[src/rtl/fetch_stage.sv]
// LEGv8 instruction-fetch stage: PC register, ROM word address, IF/ID register.
// Optional perf counters are built only when FETCH_PERF_CNT_EN is defined.
module fetch_stage #(
   parameter int          N         = 64,
   parameter int          IMEM_AW   = 7,
   parameter logic [31:0] NOP_INSTR = 32'h8B1F03FF
) (
   input  logic               clk,
   input  logic               reset,
   input  logic               stall,
   input  logic               branch_taken,
   input  logic [N-1:0]       branch_target,
   output logic [IMEM_AW-1:0] imem_addr,
   input  logic [31:0]        imem_q,
   output logic [N-1:0]       pc_ifid,
   output logic [31:0]        instr_ifid,
   output logic               valid_ifid,
   output logic [31:0]        fetch_cnt,
   output logic [31:0]        bubble_cnt
);

   typedef struct packed {
      logic [N-1:0] pc;
      logic [31:0]  instr;
      logic         valid;
   } ifid_t;

   typedef enum logic [1:0] {
      OP_RESET,
      OP_REDIRECT,
      OP_HOLD,
      OP_ADVANCE
   } op_t;

   logic [N-1:0] pc;
   logic [N-1:0] pc_next;
   ifid_t        ifid;
   ifid_t        ifid_next;
   op_t          op;

   // Low target bits are masked off so the PC can never become misaligned.
   logic [N-1:0] target_aligned;
   assign target_aligned = branch_target & ~N'(3);

   always_comb begin
      if (!reset)
         op = OP_RESET;
      else if (branch_taken)
         op = OP_REDIRECT;
      else if (stall)
         op = OP_HOLD;
      else
         op = OP_ADVANCE;
   end

   always_comb begin
      pc_next   = pc;
      ifid_next = ifid;
      unique case (op)
         OP_RESET: begin
            pc_next   = '0;
            ifid_next = '{pc: '0, instr: NOP_INSTR, valid: 1'b0};
         end
         OP_REDIRECT: begin
            pc_next         = target_aligned;
            ifid_next.instr = NOP_INSTR;
            ifid_next.valid = 1'b0;
         end
         OP_HOLD: ;
         OP_ADVANCE: begin
            pc_next   = pc + N'(4);
            ifid_next = '{pc: pc, instr: imem_q, valid: 1'b1};
         end
         default: ;
      endcase
   end

   always_ff @(posedge clk) begin
      pc   <= pc_next;
      ifid <= ifid_next;
   end

   assign imem_addr  = pc[IMEM_AW+1:2];
   assign pc_ifid    = ifid.pc;
   assign instr_ifid = ifid.instr;
   assign valid_ifid = ifid.valid;

`ifdef FETCH_PERF_CNT_EN
   logic [31:0] fetch_q;
   logic [31:0] bubble_q;

   // Saturating: stop at all-ones rather than wrapping back to zero.
   always_ff @(posedge clk) begin
      if (op == OP_RESET) begin
         fetch_q  <= '0;
         bubble_q <= '0;
      end else if (op == OP_ADVANCE) begin
         if (fetch_q != '1) fetch_q <= fetch_q + 32'd1;
      end else begin
         if (bubble_q != '1) bubble_q <= bubble_q + 32'd1;
      end
   end

   assign fetch_cnt  = fetch_q;
   assign bubble_cnt = bubble_q;
`else
   assign fetch_cnt  = '0;
   assign bubble_cnt = '0;
`endif

endmodule

[config.mk]
export PLATFORM = sky130hd
export DESIGN_NAME = fetch_stage
export DESIGN_NICKNAME = d
export VERILOG_FILES = /design/src/rtl/fetch_stage.sv
export SDC_FILE = /design/constraint.sdc
export NUM_CORES = 1
export LEC_CHECK = 0
export ABC_CLOCK_PERIOD_IN_PS = 3590
export CORE_ASPECT_RATIO = 0.75
export CORE_UTILIZATION = 47
export DETAILED_ROUTE_END_ITERATION = 10
export PLACE_DENSITY_LB_ADDON = 0.08
export REMOVE_ABC_BUFFERS = 1
export SETUP_SLACK_MARGIN = 0.2
export SLEW_MARGIN = 30
export SYNTH_ARGS = -nofsm -noshare
export SYNTH_HDL_FRONTEND = slang
export SYNTH_SLANG_ARGS = --single-unit
[constraint.sdc]
create_clock -name clk -period 3.59 [get_ports clk]
set_clock_uncertainty 0.1 [all_clocks]
set_input_delay 0.5385 -clock clk [delete_from_list [all_inputs] [get_ports clk]]
set_output_delay 0.5385 -clock clk [all_outputs]
set_load 0.02 [all_outputs]
==> impl_results.md <==
* Total GRT Usage at 22.2%
* Element type at the critical path end: flip-flop
* Internal power at 3.54 mW
* Wirelength, routed at 19900 µm
* Layout area overhead at 31.5%
* Num rows at 41
* Initial Util at 48.0%
* PostCTS Resize Cnt at 0
* Routed met2 length at 9160 µm
* Clk pin slew, worst setup/hold paths at 0.06 ns
* Gp weighted congestion at around 0.81
* Die X at 153 µm
* Max_cap viols at 0
* Clk sink count at between 150 and 200
* Hold Path Cell Cnt at 1
* Synth cell types at 48
* Worst skew pair latency at 0.42 ns
* Max clock buf depth at 2
* Synth Register Bits at around 160
* Period Utilization, post-route at 84.5%
* FILL cells at between 1000 and 1500
* Hold Fails Final Rpt at 0
* Cell mode on critical path: and4_1
* Largest net degree at the start of global routing at 76
* Crit path required time at 3.67 ns
* Tot Pwr at 4.76 mW
* LEAKAGE at 3.81 nW
* Slew @ Worst Pin at 0.921 ns
* Routed Antenna Nets at 0
* H-tree depth at 4
* Fmax at 330 MHz
* Mapped Area at 8070 µm²
* Met1 WL at 8640 µm
* Worst Setup SP: pc[11]
* DR iter-0 viols at between 500 and 600
* Placed Instance Area at 10000 µm²
* Max-slew headroom at 38.2%
* Core Box Area at 16800 µm²
* Num ports at 268
* DR pass1 iterations at 6
* Maximum vdd drop at a little under 0.3 mV
* WS Path Type: flip-flop to flip-flop
* PD cells at 449 nW/µm²
* Met3 Wirelength at 1840 µm
* CTS root buf: clkbuf_16
* Final Non-Filler Cells at 1121
* Post-Syn Instances at around 700
* First-pass GRT wire length at 30000 µm
* Sequential power share at 48.4%
* HPWL Detailed at 13700 µm
* Vias in the first global route at 5501
* Post-DR wirelength/cell at 17.8 µm
* Cells on worst reg2reg path at 5
* Post-layout minimum cycle time at 3.03 ns
* Port bufs at slightly below 200
* Hold Path Class: flip-flop to flip-flop
* Unrepaired setup endpoints after global routing: false
* Critical-path maximum fanout at 12
* CP max stage cell: nand4_1
* Initial antenna violation count at 0
* CTS tree: built
* Highest metal used: met4
* Grt ovf at 0
* Die ar. at around 18000 µm²
* Combinational power share at 14.5%
* Nets at roughly 1000
* WP data arrival at about 3.1 ns
* Post-synth EDFFs at 157
* Hold_sp: pc[21]
* Crit-path cells: and4_1 > and4_1 > nand4_1 > or3_1 > a221o_1
* Post-layout util at around 63%
* Sw power at 1.22 mW
* Ys Warns at 0
* Cts hold-fix bufs at 0
* CTS buffer count at 17
* CP max stage delay at 0.59 ns
* Cell area after layout at approximately 11000 µm²
* Vias/cell at approximately 5.5
* Setup Viol. Count Final at 0
* Ant diodes at 0
* Sequential fraction of the synthesis area at between 50% and 60%
* Clock group share of total power at 37.1%
* Drt drc at 0
* Net Sw Frac at 25.6%
* Via Count at just over 6000
* Hold Slack at 0.533 ns
* Share of cells above drive strength 1 at 5.52%
* Die height at 115 µm
* Dpl cells at 1089
* Setup repair bufs after CTS at 0
* Reg2reg start: pc[11]
* Ys flop type: edfxtp_1
* Max Slew Vio Count at 0
* Outcome: completed
* Async SR Flop Fraction at 0%
* Syn avg cell area at 11.4 µm²
* CP Launch Type: flip-flop
## sequential cells by signal, indices dropped and copies added, names as in the netlist
register	cells
instr_ifid	32
pc_ifid	62
valid_ifid	1
pc	62
## placed cells by master (no fill, tap or decap), types with 5 or more instances in the layout
cell,count
inv_1,6
nor3_1,16
nand4b_1,5
edfxtp_1,157
nand2b_1,25
xnor2_1,12
clkbuf_16,17
a221o_1,6
or4_1,8
buf_4,8
or3_1,6
and3_1,6
nand3_1,42
and4_1,10
a22oi_1,6
a22o_1,8
conb_1,66
nor4_1,7
nand2_1,67
and2_1,75
nor2_1,14
o21ai_0,41
clkdlybuf4s50_1,199
xor2_1,16
nand4_1,24
## metal layers
layer	global-route usage (%)	vias to the layer above
met3	5.01	22
met4	6.87	0
met2	35.5	384
li1	-	2836
met1	30.4	2929
met5	0	-
## worst max-delay path: cells and delay by family (launching register included)
family | cells | cell delay, ns
AOI/OAI and AO/OA | 1 | 0.29
and+or+nand+nor | 4 | 1.94
DFF | 1 | 0.45
## path summary, 6_finish.rpt
kind / slack [ns] / end
setup / recovery: 0.56 / pc[44]
hold / removal: 0.53 / pc_ifid[21]
setup reg to reg: 0.56 / pc[44]
hold reg to reg: 0.53 / pc_ifid[21]
## cell usage after synthesis (10+ instances only)
cell / n / area [µm²]
nand2_1: 67 / 251
xnor2_1: 12 / 105
nor2_1: 14 / 52.6
clkbuf_1: 34 / 128
o21ai_0: 41 / 205
nor3_1: 16 / 80.1
and2_1: 76 / 475
nand4_1: 24 / 150
nand3_1: 42 / 210
edfxtp_1: 157 / 4710
and4_1: 10 / 87.6
xor2_1: 16 / 140
buf_4: 73 / 548
nand2b_1: 25 / 156
## final cells by class
class | count | area [µm²] | area share (%)
clock buffer | 18 | 429 | 4.04
inverter | 7 | 28.8 | 0.271
sequential | 157 | 4710 | 44.4
multi-input combinational | 500 | 2910 | 27.5
tap | 215 | 269 | 2.54
clock inverter | 14 | 144 | 1.36
timing repair buffer | 210 | 2110 | 19.9
## per-stage QoR
step | setup TNS [ns] | worst slack, ns
2_1_floorplan | -11.11 | -0.651
3_3_place_gp | 0 | 0.635
3_5_place_dp | 0 | 0.549
4_1_cts | 0 | 0.567
5_1_grt | 0 | 0.354
6_report | 0 | 0.558
## cell families (layout without fill, tap and decap cells)
| family | Yosys count | count (layout) | share of synthesized area, % |
|---|---|---|---|
| AOI/OAI and AO/OA | 82 | 82 | 6.75 |
| xor gates and xnor gates | 28 | 28 | 3.04 |
| adders and majority gates | 3 | 3 | 0.465 |
| buffers and inverters | 116 | 249 | 8.82 |
| DFF | 157 | 157 | 58.4 |
| muxes | 3 | 3 | 0.388 |
| other | 1 | 66 | 0.0465 |
| and+or+nand+nor | 318 | 318 | 22.1 |
## power groups by stage
| stage | combinational, mW | sequential [mW] | clock (mW) |
|---|---|---|---|
| 2_1_floorplan | 0.197 | 2.45 | 0 |
| 3_3_place_gp | 0.687 | 2.33 | 0 |
| 3_5_place_dp | 0.692 | 2.34 | 0 |
| 4_1_cts | 0.695 | 2.30 | 1.80 |
| 5_1_grt | 0.731 | 2.32 | 1.86 |
| 6_report | 0.691 | 2.30 | 1.77 |
Note: power is estimated with default switching activity, not from simulation.
